## src/rtl/mem_port_arbiter_if.sv

```systemverilog
// mem_port_arbiter_if: one requester port (request and response) of the memory port arbiter
interface mem_port_arbiter_if;
  logic        req_valid;
  logic        req_ready;
  logic [31:0] addr;
  logic        we;
  logic [31:0] wdata;
  logic [3:0]  wstrb;
  logic        rsp_valid;
  logic [31:0] rsp_rdata;
  logic        rsp_err;
  modport master (
    output req_valid, addr, we, wdata, wstrb,
    input  req_ready, rsp_valid, rsp_rdata, rsp_err
  );
  modport slave (
    input  req_valid, addr, we, wdata, wstrb,
    output req_ready, rsp_valid, rsp_rdata, rsp_err
  );
endinterface

```

## src/rtl/mem_port_arbiter.sv

```systemverilog
// mem_port_arbiter: round-robin sharing of one single-ported memory between fetch (m0) and load/store (m1)
module mem_port_arbiter #(
  parameter int MEM_BYTES   = 65536,
  parameter int MEM_LATENCY = 1
) (
  input  logic                clock,
  input  logic                reset,
  mem_port_arbiter_if.slave   m0,
  mem_port_arbiter_if.slave   m1,
  output logic                mem_en,
  output logic                mem_we,
  output logic [31:0]         mem_addr,
  output logic [31:0]         mem_wdata,
  output logic [3:0]          mem_wstrb,
  input  logic [31:0]         mem_rdata,
  output logic                busy
);
  localparam int CW = $clog2(MEM_LATENCY + 1);
  typedef enum logic [1:0] {IDLE, ACCESS, WAIT, RESP} state_t;
  state_t           state;
  logic             owner, last_grant, we_l;
  logic [CW-1:0]    cnt;
  logic [1:0]       rsp_valid, rsp_err;
  logic [1:0][31:0] rsp_rdata;
  logic             grant, accept, in_range;
  logic [31:0]      sel_addr;
  // Grant the only valid port, or alternate away from the last winner when both ask
  always_comb begin
    grant    = (m0.req_valid & m1.req_valid) ? ~last_grant : m1.req_valid;
    sel_addr = grant ? m1.addr : m0.addr;
    accept   = (state == IDLE) & (grant ? m1.req_valid : m0.req_valid);
    in_range = {1'b0, sel_addr} < 33'(MEM_BYTES);
  end
  assign m0.req_ready = reset & (state == IDLE) & ~grant;
  assign m1.req_ready = reset & (state == IDLE) & grant;
  assign m0.rsp_valid = rsp_valid[0];
  assign m1.rsp_valid = rsp_valid[1];
  assign m0.rsp_err   = rsp_err[0];
  assign m1.rsp_err   = rsp_err[1];
  assign m0.rsp_rdata = rsp_rdata[0];
  assign m1.rsp_rdata = rsp_rdata[1];
  assign busy         = state != IDLE;
  // Transaction sequencer: mem strobe and response are one-cycle registered pulses
  always_ff @(posedge clock or negedge reset) begin
    if (!reset) begin
      state      <= IDLE;
      owner      <= 1'b0;
      last_grant <= 1'b1;
      we_l       <= 1'b0;
      cnt        <= '0;
      mem_en     <= 1'b0;
      mem_we     <= 1'b0;
      mem_addr   <= '0;
      mem_wdata  <= '0;
      mem_wstrb  <= '0;
      rsp_valid  <= '0;
      rsp_err    <= '0;
      rsp_rdata  <= '0;
    end else begin
      mem_en    <= 1'b0;
      mem_we    <= 1'b0;
      mem_addr  <= '0;
      mem_wdata <= '0;
      mem_wstrb <= '0;
      rsp_valid <= '0;
      rsp_err   <= '0;
      rsp_rdata <= '0;
      case (state)
        IDLE: if (accept) begin
          owner      <= grant;
          last_grant <= grant;
          we_l       <= grant ? m1.we : m0.we;
          if (in_range) begin
            state     <= ACCESS;
            mem_en    <= 1'b1;
            mem_we    <= grant ? m1.we : m0.we;
            mem_addr  <= {sel_addr[31:2], 2'b00};
            mem_wdata <= grant ? m1.wdata : m0.wdata;
            mem_wstrb <= grant ? m1.wstrb : m0.wstrb;
          end else begin
            state            <= RESP;
            rsp_valid[grant] <= 1'b1;
            rsp_err[grant]   <= 1'b1;
          end
        end
        ACCESS: begin
          state <= WAIT;
          cnt   <= '0;
        end
        WAIT: if (cnt == CW'(MEM_LATENCY - 1)) begin
          state            <= RESP;
          rsp_valid[owner] <= 1'b1;
          rsp_rdata[owner] <= we_l ? 32'h0 : mem_rdata;
        end else begin
          cnt <= cnt + 1'b1;
        end
        default: state <= IDLE;
      endcase
    end
  end
endmodule

```

## src/flat_wrapper.sv

```systemverilog
// flat-port wrapper written by rule: the top's interface ports become plain ports
module mem_port_arbiter_flat 
#(
  parameter int MEM_BYTES   = 65536,
  parameter int MEM_LATENCY = 1
)
  (clock, reset, mem_en, mem_we, mem_addr, mem_wdata, mem_wstrb, mem_rdata, busy, m0_req_valid, m0_addr, m0_we, m0_wdata, m0_wstrb, m0_req_ready, m0_rsp_valid, m0_rsp_rdata, m0_rsp_err, m1_req_valid, m1_addr, m1_we, m1_wdata, m1_wstrb, m1_req_ready, m1_rsp_valid, m1_rsp_rdata, m1_rsp_err);
  mem_port_arbiter_if m0_i ();
  mem_port_arbiter_if m1_i ();
  input  logic clock;
  input  logic reset;
  output logic mem_en;
  output logic mem_we;
  output logic [31:0] mem_addr;
  output logic [31:0] mem_wdata;
  output logic [3:0] mem_wstrb;
  input  logic [31:0] mem_rdata;
  output logic busy;
  input wire logic [$bits(m0_i.req_valid)-1:0] m0_req_valid;
  input wire logic [$bits(m0_i.addr)-1:0] m0_addr;
  input wire logic [$bits(m0_i.we)-1:0] m0_we;
  input wire logic [$bits(m0_i.wdata)-1:0] m0_wdata;
  input wire logic [$bits(m0_i.wstrb)-1:0] m0_wstrb;
  output wire logic [$bits(m0_i.req_ready)-1:0] m0_req_ready;
  output wire logic [$bits(m0_i.rsp_valid)-1:0] m0_rsp_valid;
  output wire logic [$bits(m0_i.rsp_rdata)-1:0] m0_rsp_rdata;
  output wire logic [$bits(m0_i.rsp_err)-1:0] m0_rsp_err;
  input wire logic [$bits(m1_i.req_valid)-1:0] m1_req_valid;
  input wire logic [$bits(m1_i.addr)-1:0] m1_addr;
  input wire logic [$bits(m1_i.we)-1:0] m1_we;
  input wire logic [$bits(m1_i.wdata)-1:0] m1_wdata;
  input wire logic [$bits(m1_i.wstrb)-1:0] m1_wstrb;
  output wire logic [$bits(m1_i.req_ready)-1:0] m1_req_ready;
  output wire logic [$bits(m1_i.rsp_valid)-1:0] m1_rsp_valid;
  output wire logic [$bits(m1_i.rsp_rdata)-1:0] m1_rsp_rdata;
  output wire logic [$bits(m1_i.rsp_err)-1:0] m1_rsp_err;
  assign m0_i.req_valid = m0_req_valid;
  assign m0_i.addr = m0_addr;
  assign m0_i.we = m0_we;
  assign m0_i.wdata = m0_wdata;
  assign m0_i.wstrb = m0_wstrb;
  assign m0_req_ready = m0_i.req_ready;
  assign m0_rsp_valid = m0_i.rsp_valid;
  assign m0_rsp_rdata = m0_i.rsp_rdata;
  assign m0_rsp_err = m0_i.rsp_err;
  assign m1_i.req_valid = m1_req_valid;
  assign m1_i.addr = m1_addr;
  assign m1_i.we = m1_we;
  assign m1_i.wdata = m1_wdata;
  assign m1_i.wstrb = m1_wstrb;
  assign m1_req_ready = m1_i.req_ready;
  assign m1_rsp_valid = m1_i.rsp_valid;
  assign m1_rsp_rdata = m1_i.rsp_rdata;
  assign m1_rsp_err = m1_i.rsp_err;
  mem_port_arbiter #(.MEM_BYTES(MEM_BYTES), .MEM_LATENCY(MEM_LATENCY)) u_core (.clock(clock), .reset(reset), .m0(m0_i), .m1(m1_i), .mem_en(mem_en), .mem_we(mem_we), .mem_addr(mem_addr), .mem_wdata(mem_wdata), .mem_wstrb(mem_wstrb), .mem_rdata(mem_rdata), .busy(busy));
endmodule
```

## config.mk

```make
export PLATFORM = sky130hd
export DESIGN_NAME = mem_port_arbiter_flat
export DESIGN_NICKNAME = d
export VERILOG_FILES = /design/src/rtl/mem_port_arbiter_if.sv /design/src/rtl/mem_port_arbiter.sv /design/src/flat_wrapper.sv
export SDC_FILE = /design/constraint.sdc
export NUM_CORES = 1
export LEC_CHECK = 0
export CORE_MARGIN = 5
export CORE_UTILIZATION = 39
export DETAILED_ROUTE_END_ITERATION = 16
export GPL_TIMING_DRIVEN = 0
export PLACE_DENSITY = 0.91
export SETUP_SLACK_MARGIN = 0.3
export SYNTH_ARGS = -nofsm -noshare
export SYNTH_HDL_FRONTEND = slang
export SYNTH_SLANG_ARGS = --single-unit
```

## constraint.sdc

```tcl
create_clock -name clock -period 3.55 [get_ports clock]
set_input_delay 1.065 -clock clock [delete_from_list [all_inputs] [get_ports clock]]
set_output_delay 1.065 -clock clock [all_outputs]
set_load 0.02 [all_outputs]
```

**After elaboration in Yosys (flattened, before gate mapping)**

Cells that the tools add are included.

- Reductions and logical operators: 7
- Equal/unequal tests: 4
- Magnitude comparators: 5
- Bitwise operators: 8
- $add $sub $neg: 1
- Multiplexer cells: 41

Operators by type and width:

| cell | number |
|---|---|
| 2-to-1 mux 32 bit | 10 |
| 2-to-1 mux 64 bit | 2 |
| bitwise AND 64 bit | 1 |
| demux 32 bit (select 1 bit) | 1 |
| less-than comparator 32 x 17 -> 1 bit, second input constant | 1 |
| 2-to-1 mux 4 bit | 4 |
| 2-to-1 mux 2 bit | 7 |
| 2-to-1 mux 1 bit | 12 |
| one-hot mux 2 bit (3 select lines) | 1 |
| bitwise AND 1 bit | 5 |
| less-than comparator 1 x 2 -> 1 bit, second input constant | 2 |
| one-hot mux 2 bit (2 select lines) | 1 |
| AND reduction 2 bit | 2 |
| nonzero test 2 bit | 2 |
| demux 1 bit (select 1 bit) | 2 |
| equality test 2 x 1 -> 1 bit, second input constant | 1 |
| equality test 2 bit, second input constant | 1 |
| >= comparator 1 bit, second input constant | 2 |
| logical AND 1 bit | 2 |
| zero test 2 bit | 1 |
| inequality test 2 x 1 -> 1 bit, second input constant | 1 |
| inequality test 2 bit, second input constant | 1 |
| NOT 1 bit | 2 |
| one-hot mux 1 bit (2 select lines) | 1 |
| adder 1 bit, second input constant | 1 |

- Register bits after elaboration: 144
- Word-level logic and storage cells: 80
- Output and inout port bits: 141

**Depth between registers and ports, before layout**

- Depth after elaboration: 9
- Gate-level depth with buffers: 6
- Depth with buffers taken out: 6

**Worst setup path after synthesis**

No wires, ideal clock.

- Kind: input port to output port
- Start: input port m1_req_valid
- End: output port m1_req_ready
- Stages: 2
- Path slack: 0.782 ns
- Path buffers: 0
- Required time: 2.485 ns
- Data arrival time: 1.703 ns
- Path through: a21boi_2 > and3_1

- Cells in the longest elaborated chain, start to end: 3

Ends and longest elaborated chain:

| item | RTL line | RTL |
|---|---|---|
| from (decl) | flat_wrapper.sv:28 | `input wire logic [$bits(m1_i.req_valid)-1:0] m1_req_valid;` |
| bitwise AND 1 bit | mem_port_arbiter.sv:29 | `grant = (m0.req_valid & m1.req_valid) ? ~last_grant : m1.req_valid;` |
| 2-to-1 mux 1 bit (*) | mem_port_arbiter.sv:29 |  |
| bitwise AND 1 bit (*) | mem_port_arbiter.sv:35 | `assign m1.req_ready = reset & (state == IDLE) & grant;` |
| to (decl) | flat_wrapper.sv:33 | `output wire logic [$bits(m1_i.req_ready)-1:0] m1_req_ready;` |

Every way passes the cells marked *; elsewhere a longest branch is shown, timed or not.

**Worst setup path in the final report**

Ends and elaborated chain as after synthesis.

==> metrics.cfg <==
[status]
status=completed

[layout]
postLayoutCellArea_mm2=0.00898
layout_common_cells=clkdlybuf4s50_1, dfrtp_1, nor2_1
area_growth_syn_to_layout_pct=82.0
drive_gt1_share_pct=8.12
layout_commonest_cell=clkdlybuf4s50_1
layout.nets=891
stdcell_count=899
diodes=0

[sta]
worstMarginPinSlew_ns=0.548
hold_viol=0
holdWs_ns=0.522
final_max_slew_viol_count=0
fin_crit_sh_pct=88.5
skew_ns=0.0116
period_minus_slack_ns=3.14
rsz0062_at_grt=no
final.setup.worst_slack_ns=0.409
maxSlewHeadroom_pct=63.2
setup_viol=0
fmax_ghz=0.318

[cts]
holdBufCountCts=0
cts_buffer_depth=2
path_clk_slew_ns=0.06
cts.sinks=141
htreeDepth=4
cts_tree=done
clock_latency_ns=0.41
root_buffer=clkbuf_16
numCtsBuffers=17

[synth]
ys_seq_area_share_pct=71.6
synth_cell_types=33
yosys_warnings=0
netlist_instances=367
synth_area_per_cell_um2=13.4
ys_ff_latch=141
netlist_area_mm2=0.00493

[setup_path]
worstPathArrival_ns=2.08
cp.required_ns=2.48
cp_max_fo=6
critPathKind=in2out
crit_path_start_kind=primary input
critPathCaptureType=primary output

[power_and_ir_drop]
peakVddDrop_v=0.000281
power.density_mw_per_mm2=559
p_leak_nw=4.05
power.total_mw=5.02

[min_path]
hold_path.class=reg2reg

[floorplan]
row_count=41
initial_core_util_pct=39.4
die_height_um=122
die_w_um=122
io_pins=315
die-area_mm2=0.0150
core_mm2=0.0125

[detailed_routing]
vias=4254
viasPerCell=4.73
ant_nets=0
wl_um=17000
drtIter0Drc=206
wl_per_cell_um=18.9
drc=0
drt_first_pass_iters=4

[global_route]
overflow=0
track_usage_pct=22.4
grt_max_degree=83
grt_pass1_vias=4650
antenna_found_initial=0
grt_pass1_wl_um=24900

[place]
dpl.hpwl_um=13300
gp_congestion=0.813
place_ws_ns=-0.421
port_buffers=308
place_area_mm2=0.00832
dp.cells=865

[run]
drv_cap=0

==> power by group <==
| part | switching [mW] | internal, mW | leakage [nW] | total [mW] |
|---|---|---|---|---|
| sequential | 0.0786 | 1.78 | 1.91 | 1.86 |
| combinational | 0.665 | 0.606 | 1.83 | 1.27 |
| clock | 0.698 | 1.19 | 0.311 | 1.89 |
| total | 1.44 | 3.58 | 4.05 | 5.02 |
==> layout make-up <==
class | instances | area (um2)
sequential | 141 | 3530
multi-input combinational | 215 | 1320
buffer | 23 | 139
clock buffer | 17 | 425
inverter | 5 | 18.8
fill | 863 | 3540
clock inverter | 15 | 210
tap | 172 | 215
timing repair buffer | 311 | 3120
==> logic make-up (layout without fill, tap and decap cells) <==
kind of cell | count (synthesis) | count (layout) | synth area share [%]
other | 1 | 18 | 0.0760
AOI/OAI and AO/OA | 63 | 63 | 10.6
DFF | 141 | 141 | 71.6
and+or+nand+nor | 130 | 130 | 13.6
muxes | 1 | 1 | 0.228
buffers and inverters | 28 | 371 | 3.17
adders and majority gates | 3 | 3 | 0.761
==> critical path: stages <==
cell and delay [ns]:
dlygate4sd2_1 0.30, a21boi_4 0.23, and3_1 0.17, clkdlybuf4s15_1 0.31
==> sequential cells by signal, indices dropped and copies added, names as in the netlist, 2 cells and up <==
name	count
u_core.m0.rsp_rdata	32
u_core.m1.rsp_rdata	32
u_core.mem_addr	30
u_core.mem_wdata	32
u_core.mem_wstrb	4
u_core.rsp_err	2
u_core.rsp_valid	2
u_core.state	2
==> metrics by stage <==
| stage | utilization (%) | TNS (ns) |
|---|---|---|
| 3_5_place_dp | 66.5 | -0.655 |
| 5_1_grt | 71.7 | 0 |
| 3_3_place_gp | 66.3 | -529.23 |
| 6_report | 71.7 | 0 |
| 2_1_floorplan | - | 0 |
| 4_1_cts | 71.7 | 0 |
==> timing repair <==
action | 4_1_cts | 5_1_grt
setup endpoints to repair | 2 | 3
hold endpoints to repair | 0 | 0
pin swaps | 0 | 0
buffers inserted | 2 | 0
resized for setup | 6 | 6
==> synth_stat cells, drive strengths merged <==
master	number	area share (%)
mux2	1	0.23
and3	1	0.13
a31oi	3	0.38
nor3	2	0.43
nand2b	34	4.3
nor2b	1	0.13
clkbuf	11	0.84
a22o	50	8.9
a21oi	3	0.30
nor4	8	1.9
nor2	72	5.5
nand2	8	0.61
nand3	1	0.10
dfrtp	140	71
nor3b	1	0.15
o21ai	3	0.30
ha	3	0.76
a21bo	1	0.20
inv	5	0.38
conb	1	0.076
nand4	2	0.38
a21boi	1	0.23
a21o	1	0.15
buf	12	2.0
dfstp	1	0.53
o21a	1	0.15
==> worst paths after layout <==
check | start | to | slack, ns | depth (start not counted)
max in group asynchronous | reset | u_core.m0.rsp_rdata[14]$_DFF_PN0_ | 2.22 | 2
hold / removal | u_core.owner$_DFFE_PN0P_ | u_core.owner$_DFFE_PN0P_ | 0.52 | 2
setup / recovery | m1_req_valid | m1_req_ready | 0.41 | 4
setup reg to reg | u_core.state[0]$_DFFE_PN0P_ | u_core.mem_wdata[18]$_DFF_PN0_ | 1.73 | 6
min in group asynchronous | reset | u_core.mem_wdata[5]$_DFF_PN0_ | 0.58 | 1
hold reg to reg | u_core.owner$_DFFE_PN0P_ | u_core.owner$_DFFE_PN0P_ | 0.52 | 2
==> routing by layer <==
layer,vias to the layer above,wire [um],track usage [%]
li1,1913,-,-
met1,2058,5930,25.1
met2,235,9020,39.2
met3,48,1370,6.31
met4,0,674,10.7
met5,-,0,0
(Power assumes the default switching activity.)
